`src/rtl/ue14500_pc_seq.sv`:
```
// -----------------------------------------------------------------------------
// ue14500_pc_seq
//
// Program counter and fetch sequencer for the 1-bit ICU. It drives the program
// ROM address and follows the ICU's two-clock instruction cycle:
//   * phase 0 (fetch): the ICU latches ROM[ADDR].
//   * phase 1 (execute): the PC and the return stack are updated from the
//     ICU's JMP / RTN / FLF flags.
// The PC is therefore stable for the whole instruction.
//
// The return stack is a circular buffer. A push onto a full stack overwrites
// the oldest entry and sets the sticky OVF flag. A pop from an empty stack sets
// the sticky UNF flag and restarts the program at RESET_VEC.
//
// Parameters:
//   AW        PC / ROM address width
//   DEPTH     return-stack entries (power of two, >= 2)
//   RESET_VEC PC after reset and after a stack underflow
//
// Ports:
//   CLK      in   clock, shared with the ICU
//   RST      in   synchronous active-high reset (asserted together with ICU reset)
//   JMP      in   ICU jump flag, valid in phase 1
//   RTN      in   ICU return flag, valid in phase 1
//   FLF      in   ICU NOPF flag, valid in phase 1 (used only with halt support)
//   OPERAND  in   jump target, stable through phase 1
//   RUN      in   resume request (used only with halt support)
//   ADDR     out  ROM address (= PC)
//   PHASE    out  0 = fetch, 1 = execute
//   SP       out  stack occupancy, 0..DEPTH
//   OVF      out  sticky: push onto a full stack
//   UNF      out  sticky: pop from an empty stack
//   HALTED   out  halted state (only when UE14500_PC_HALT_EN is defined)
//
// Build option UE14500_PC_HALT_EN:
//   When defined, FLF in phase 1 halts the PC, so the ICU keeps re-fetching the
//   same NOPF. A RUN sampled in phase 1 while halted resumes at PC+1.
//   When undefined, FLF and RUN are ignored and the HALTED port is absent.
// -----------------------------------------------------------------------------
module ue14500_pc_seq #(
    parameter int            AW        = 8,
    parameter int            DEPTH     = 4,
    parameter logic [AW-1:0] RESET_VEC = '0
) (
    input  logic                     CLK,
    input  logic                     RST,
    input  logic                     JMP,
    input  logic                     RTN,
    input  logic                     FLF,
    input  logic [AW-1:0]            OPERAND,
    input  logic                     RUN,
    output logic [AW-1:0]            ADDR,
    output logic                     PHASE,
    output logic [$clog2(DEPTH):0]   SP,
    output logic                     OVF,
    output logic                     UNF
`ifdef UE14500_PC_HALT_EN
    ,
    output logic                     HALTED
`endif
);

    localparam int            PW      = $clog2(DEPTH);
    localparam logic [PW:0]   SP_FULL = (PW+1)'(DEPTH);

    typedef enum logic {
        PH_FETCH = 1'b0,
        PH_EXEC  = 1'b1
    } phase_t;

    phase_t          phase_q, phase_d;
    logic [AW-1:0]   pc_q, pc_d;
    logic [PW:0]     sp_q, sp_d;
    // top_q is the slot the next push writes. The newest entry is top_q-1.
    logic [PW-1:0]   top_q, top_d;
    logic            ovf_q, ovf_d;
    logic            unf_q, unf_d;
    logic            push_en;

    logic [AW-1:0]   stack_mem [DEPTH];
    logic [AW-1:0]   top_rd_q;

`ifdef UE14500_PC_HALT_EN
    logic            halted_q, halted_d;
`else
    // FLF and RUN have no function without halt support.
    logic            unused_inputs;
    assign unused_inputs = FLF ^ RUN;
`endif

    // Next-state logic. All architectural updates happen in the execute phase.
    always_comb begin
        phase_d = (phase_q == PH_FETCH) ? PH_EXEC : PH_FETCH;
        pc_d    = pc_q;
        sp_d    = sp_q;
        top_d   = top_q;
        ovf_d   = ovf_q;
        unf_d   = unf_q;
        push_en = 1'b0;
`ifdef UE14500_PC_HALT_EN
        halted_d = halted_q;
`endif
        if (phase_q == PH_EXEC) begin
`ifdef UE14500_PC_HALT_EN
            // While halted, the word at PC is the NOPF itself. Only RUN matters.
            if (halted_q) begin
                if (RUN) begin
                    halted_d = 1'b0;
                    pc_d     = pc_q + AW'(1);
                end
            end else
`endif
            if (JMP) begin
                // Push the JMP's own address. The post-RTN skip in the ICU
                // steps over it on return.
                push_en = 1'b1;
                top_d   = top_q + PW'(1);
                pc_d    = OPERAND;
                if (sp_q == SP_FULL) begin
                    ovf_d = 1'b1;          // oldest entry is overwritten
                end else begin
                    sp_d = sp_q + (PW+1)'(1);
                end
            end else if (RTN) begin
                if (sp_q != '0) begin
                    pc_d  = top_rd_q;
                    top_d = top_q - PW'(1);
                    sp_d  = sp_q - (PW+1)'(1);
                end else begin
                    unf_d = 1'b1;
                    pc_d  = RESET_VEC;
                end
            end
`ifdef UE14500_PC_HALT_EN
            else if (FLF) begin
                halted_d = 1'b1;           // PC holds on the NOPF
            end
`endif
            else begin
                pc_d = pc_q + AW'(1);
            end
        end
    end

    always_ff @(posedge CLK) begin
        if (RST) begin
            phase_q <= PH_FETCH;
            pc_q    <= RESET_VEC;
            sp_q    <= '0;
            top_q   <= '0;
            ovf_q   <= 1'b0;
            unf_q   <= 1'b0;
`ifdef UE14500_PC_HALT_EN
            halted_q <= 1'b0;
`endif
        end else begin
            phase_q <= phase_d;
            pc_q    <= pc_d;
            sp_q    <= sp_d;
            top_q   <= top_d;
            ovf_q   <= ovf_d;
            unf_q   <= unf_d;
`ifdef UE14500_PC_HALT_EN
            halted_q <= halted_d;
`endif
        end
    end

    // Return-stack RAM with a registered read port. The stack is written only
    // at execute edges. The newest entry can therefore be read at the fetch
    // edge, and the value is ready for a pop at the following execute edge.
    always_ff @(posedge CLK) begin
        if (push_en && !RST) begin
            stack_mem[top_q] <= pc_q;
        end
        if (phase_q == PH_FETCH) begin
            top_rd_q <= stack_mem[top_q - PW'(1)];
        end
    end

    assign ADDR  = pc_q;
    assign PHASE = (phase_q == PH_EXEC);
    assign SP    = sp_q;
    assign OVF   = ovf_q;
    assign UNF   = unf_q;
`ifdef UE14500_PC_HALT_EN
    assign HALTED = halted_q;
`endif

endmodule

```
`config.mk`:
```
export PLATFORM = sky130hd
export DESIGN_NAME = ue14500_pc_seq
export DESIGN_NICKNAME = d
export VERILOG_FILES = /design/src/rtl/ue14500_pc_seq.sv
export SDC_FILE = /design/constraint.sdc
export NUM_CORES = 1
export LEC_CHECK = 0
export ABC_AREA = 1
export CORE_UTILIZATION = 30
export CTS_CLUSTER_DIAMETER = 150
export DETAILED_ROUTE_END_ITERATION = 16
export SETUP_SLACK_MARGIN = 0.1
export SYNTH_ARGS = -nofsm -noshare
export SYNTH_HDL_FRONTEND = slang
export SYNTH_SLANG_ARGS = --single-unit
```
`constraint.sdc`:
```
create_clock -name CLK -period 2.1 [get_ports CLK]
set_input_delay 0.63 -clock CLK [delete_from_list [all_inputs] [get_ports CLK]]
set_output_delay 0.63 -clock CLK [all_outputs]
set_load 0.02 [all_outputs]
```
==> summary.md <==
| Metric | Value |
|---|---|
| Status | finished clean |
| Critical path startpoint category | register |
| Floorplan Core Area | 7850 sq um |
| Number of DRC markers in iteration 0 | 98 |
| Max-cap violations | 0 |
| Number of top-level pins | 28 |
| Total of flip-flops plus latches after synthesis | 56 |
| Post-Synthesis Net Count | roughly 280 |
| Sequential fraction of design power | 0.541 |
| Clock Root Buffer | sky130_fd_sc_hd__clkbuf_8 |
| Final setup violating endpoints | 0 |
| Post-detail-place hpwl | 3.80 mm |
| Pre-antenna DRT Iters | 4 |
| Most area-hungry cell type in the Yosys netlist | sky130_fd_sc_hd__edfxtp_1 |
| Type of the tightest min-delay check | reg -> reg |
| Die Area | between 8000 and 9000 sq um |
| Setup crit end kind | output pin |
| Clock tree from TritonCTS | yes |
| Most used flip-flop cell after synthesis | sky130_fd_sc_hd__edfxtp_1 |
| Overall power | roughly 2.4 mW |
| Via/cell ratio | 4.49 |
| Htree depth | 2 |
| DP Area | 2960 sq um |
| Portion of synthesized cell area occupied by the leading cell type | 0.486 |
| Clock network power share | 0.306 |
| Post-route design area | 3070 sq um |
| Internal cell power | 1.75 mW |
| Width of the die | 92.7 microns |
| Synthesized area divided by synthesized cell count | 9.65 sq um |
| Clock tree sinks | 56 |
| Number of design rule violations left after detail routing | 0 |
| Post-layout nets | 322 |
| RSZ-0062 raised after global routing | false |
| Number of hold-slack violations in the final timing report | 0 |
| Proportion of register bits with asynchronous set or reset after synthesis | 0 |
| Yosys Warn Count | 0 |
| Gate count after technology mapping | 256 |
| Net switching power | 0.609 mW |
| Portion of the post-synthesis area used by sequential elements | 0.616 |
| Antenna Diode Count | 0 |
| Total standard cell area after synthesis | 2470 sq um |
| DIE HEIGHT | about 90 microns |
| CP max FO | 2 |
| Switching part of the total power | 0.258 |
| Via count of the first global-routing pass | around 1800 |
| Tightest Pin Transition | around 0.68 ns |
| GR Overflow Total | 0 |
| Most repeated cell in the gate-level netlist after synthesis | sky130_fd_sc_hd__nand2_1 |
| Total via count in the routed design | 1820 |
| Pwr per Cell Area | between 700 and 800 nW/um^2 |
| Type of the setup path with the least slack | reg -> out |
| Gp weighted congestion | 0.829 |
| Synth cell count leaders | sky130_fd_sc_hd__nand2_1 (59), sky130_fd_sc_hd__nor2_1 (47), sky130_fd_sc_hd__edfxtp_1 (40) |
| Cell-by-cell listing of the critical path | clkdlybuf4s50_1 |
| Minimum setup slack in the final design | 0.172 ns |
| Critical-path top delay cell | sky130_fd_sc_hd__clkdlybuf4s50_1 |
| Number of distinct library cell variants in the gate-level netlist after synthesis | 26 |
| Static leakage power | 1.24 nW |
| Worst path arrival time | 1.30 ns |
| Cell types with the largest area share after synthesis | sky130_fd_sc_hd__edfxtp_1 (49%), sky130_fd_sc_hd__dfxtp_1 (13%), sky130_fd_sc_hd__nand2_1 (9.0%), sky130_fd_sc_hd__nor2_1 (7.1%), sky130_fd_sc_hd__o21ai_0 (4.1%) |
| Maximum number of pins on one net before global-route repair | 20 |
| Area growth from synthesis to final layout | 24.5% |
| Max-slew headroom at the worst pin | 0.547 |
| Insertion delay to the later sink of the worst-skew pair | 0.32 ns |
| Final ANT Viol Nets | 0 |
| Antenna violations before repair | 0 |
| Wire length of the first global-routing pass | 9.19 mm |
| Total routed wirelength | 5.36 mm |
| Final Max Slew Viols | 0 |
| Average wire per standard cell | 13.2 microns |
| Buffers from clock root to sink, at most | 2 |
| Top achievable clock speed | between 500 and 600 MHz |
| Share of cells above drive strength 1 | 0.119 |
| Proportion of power drawn by combinational gates | 0.153 |
| Register clock-pin slew on the reported worst setup and hold paths | 0.10 ns |
| FP Rows | 32 |
| Setup slack at placement | 0.00900 ns |
| Buffer and inverter count on the worst path | 1 |
| Final period util | 0.918 |
| Number of flops mapped to enable cells by yosys | 40 |
| Post-route minimum period | around 1.9 ns |
| Setup Skew | 0.0107 ns |
| Initial core utilization | 0.315 |
| Delay of the slowest cell on the worst path | 0.61 ns |
| CP top delay family | buffers and inverters |
| Filler Cells Inserted | 829 |
| Max rail drop VDD | around 0.29 mV |
| Global-route usage over all layers | 0.138 |
| Worst path required time | between 1 and 1.5 ns |
| Inserted Clock Buffers | 5 |
| Number of buffer cells added on primary ports | 25 |
cells in the final DEF (no fill, tap or decap), drive strengths merged, types with 2 or more instances in the layout:
cell | netlist | final
dlygate4sd2 | 0 | 4
a31oi | 2 | 2
edfxtp | 40 | 40
o21ai | 21 | 21
buf | 5 | 19
nand3 | 13 | 13
nor2 | 47 | 47
clkbuf | 0 | 6
o22ai | 8 | 8
a21oi | 9 | 9
nand2 | 60 | 60
clkdlybuf4s50 | 0 | 20
dfxtp | 16 | 16
inv | 22 | 23
ha | 5 | 5
o21a | 2 | 2
power by group through the flow:
stage               registers (mW)  clock network, mW  logic (mW)
finish                        1.28              0.722       0.360
global route                  1.28              0.784       0.408
CTS                           1.28              0.743       0.365
detailed placement            1.30                  0       0.368
global placement              1.30                  0       0.360
floorplan                     1.33                  0       0.182
registers in the layout (all words and copies together) (netlist names):
signal	flops
top_rd_q	8
ADDR	8
top_q	2
OVF	1
PHASE	1
SP	3
UNF	1
stack_mem	32
path summary, 6_finish.rpt:
check	cells after the start	start	endpoint	slack, ns
max	1	ADDR[4]	ADDR[4]	0.17
max reg2reg	5	top_q[1]	top_rd_q[7]	0.48
min	2	OVF	OVF	0.47
min reg2reg	2	OVF	OVF	0.47
metrics by stage:
step                      cells  utilization  setup TNS [ns]  hold slack [ns]
after CTS                   405        0.391               0            0.483
after detailed placement    397        0.378               0            0.460
after floorplan             256            -               0            0.493
after global routing        405        0.392               0            0.516
after global placement      397        0.378      -0.0000306            0.451
final                       405        0.392               0            0.473
repair_timing:
action / CTS / global route
pin swaps: 0 / 0
endpoints found under the hold margin: 0 / 0
endpoints found under the setup margin: 4 / 1
setup buffers: 0 / 0
resized for setup: 5 / 1
hold buffers: 0 / 0
metal layers:
metal / wire (microns) / vias up / global-route usage
met5: 0 / - / 0
met1: 2660 / 832 / 0.188
met3: 230 / 6 / 0.0312
met2: 2420 / 38 / 0.220
li1: - / 944 / -
met4: 59 / 0 / 0.0385
kinds of logic after synthesis:
kind of cell | Yosys count | synth area share
AND/OR/NAND/NOR | 121 | 0.192
flip-flops | 56 | 0.616
AO/OA/AOI/OAI | 43 | 0.106
buffers and inverters | 28 | 0.0456
adder cells (fa/ha/maj) | 6 | 0.0334
XOR/XNOR | 2 | 0.00709
final cells by class:
cell class	instances	area, sq um	share of cell area
Timing Repair Buffer	44	390	0.127
Clock buffer	6	72.6	0.0236
Inverter	23	86.3	0.0281
Sequential cell	56	1520	0.495
Clock inverter	2	38.8	0.0126
Tap cell	102	128	0.0415
Multi-Input combinational cell	172	836	0.272
Power figures use the tool's default switching activity.
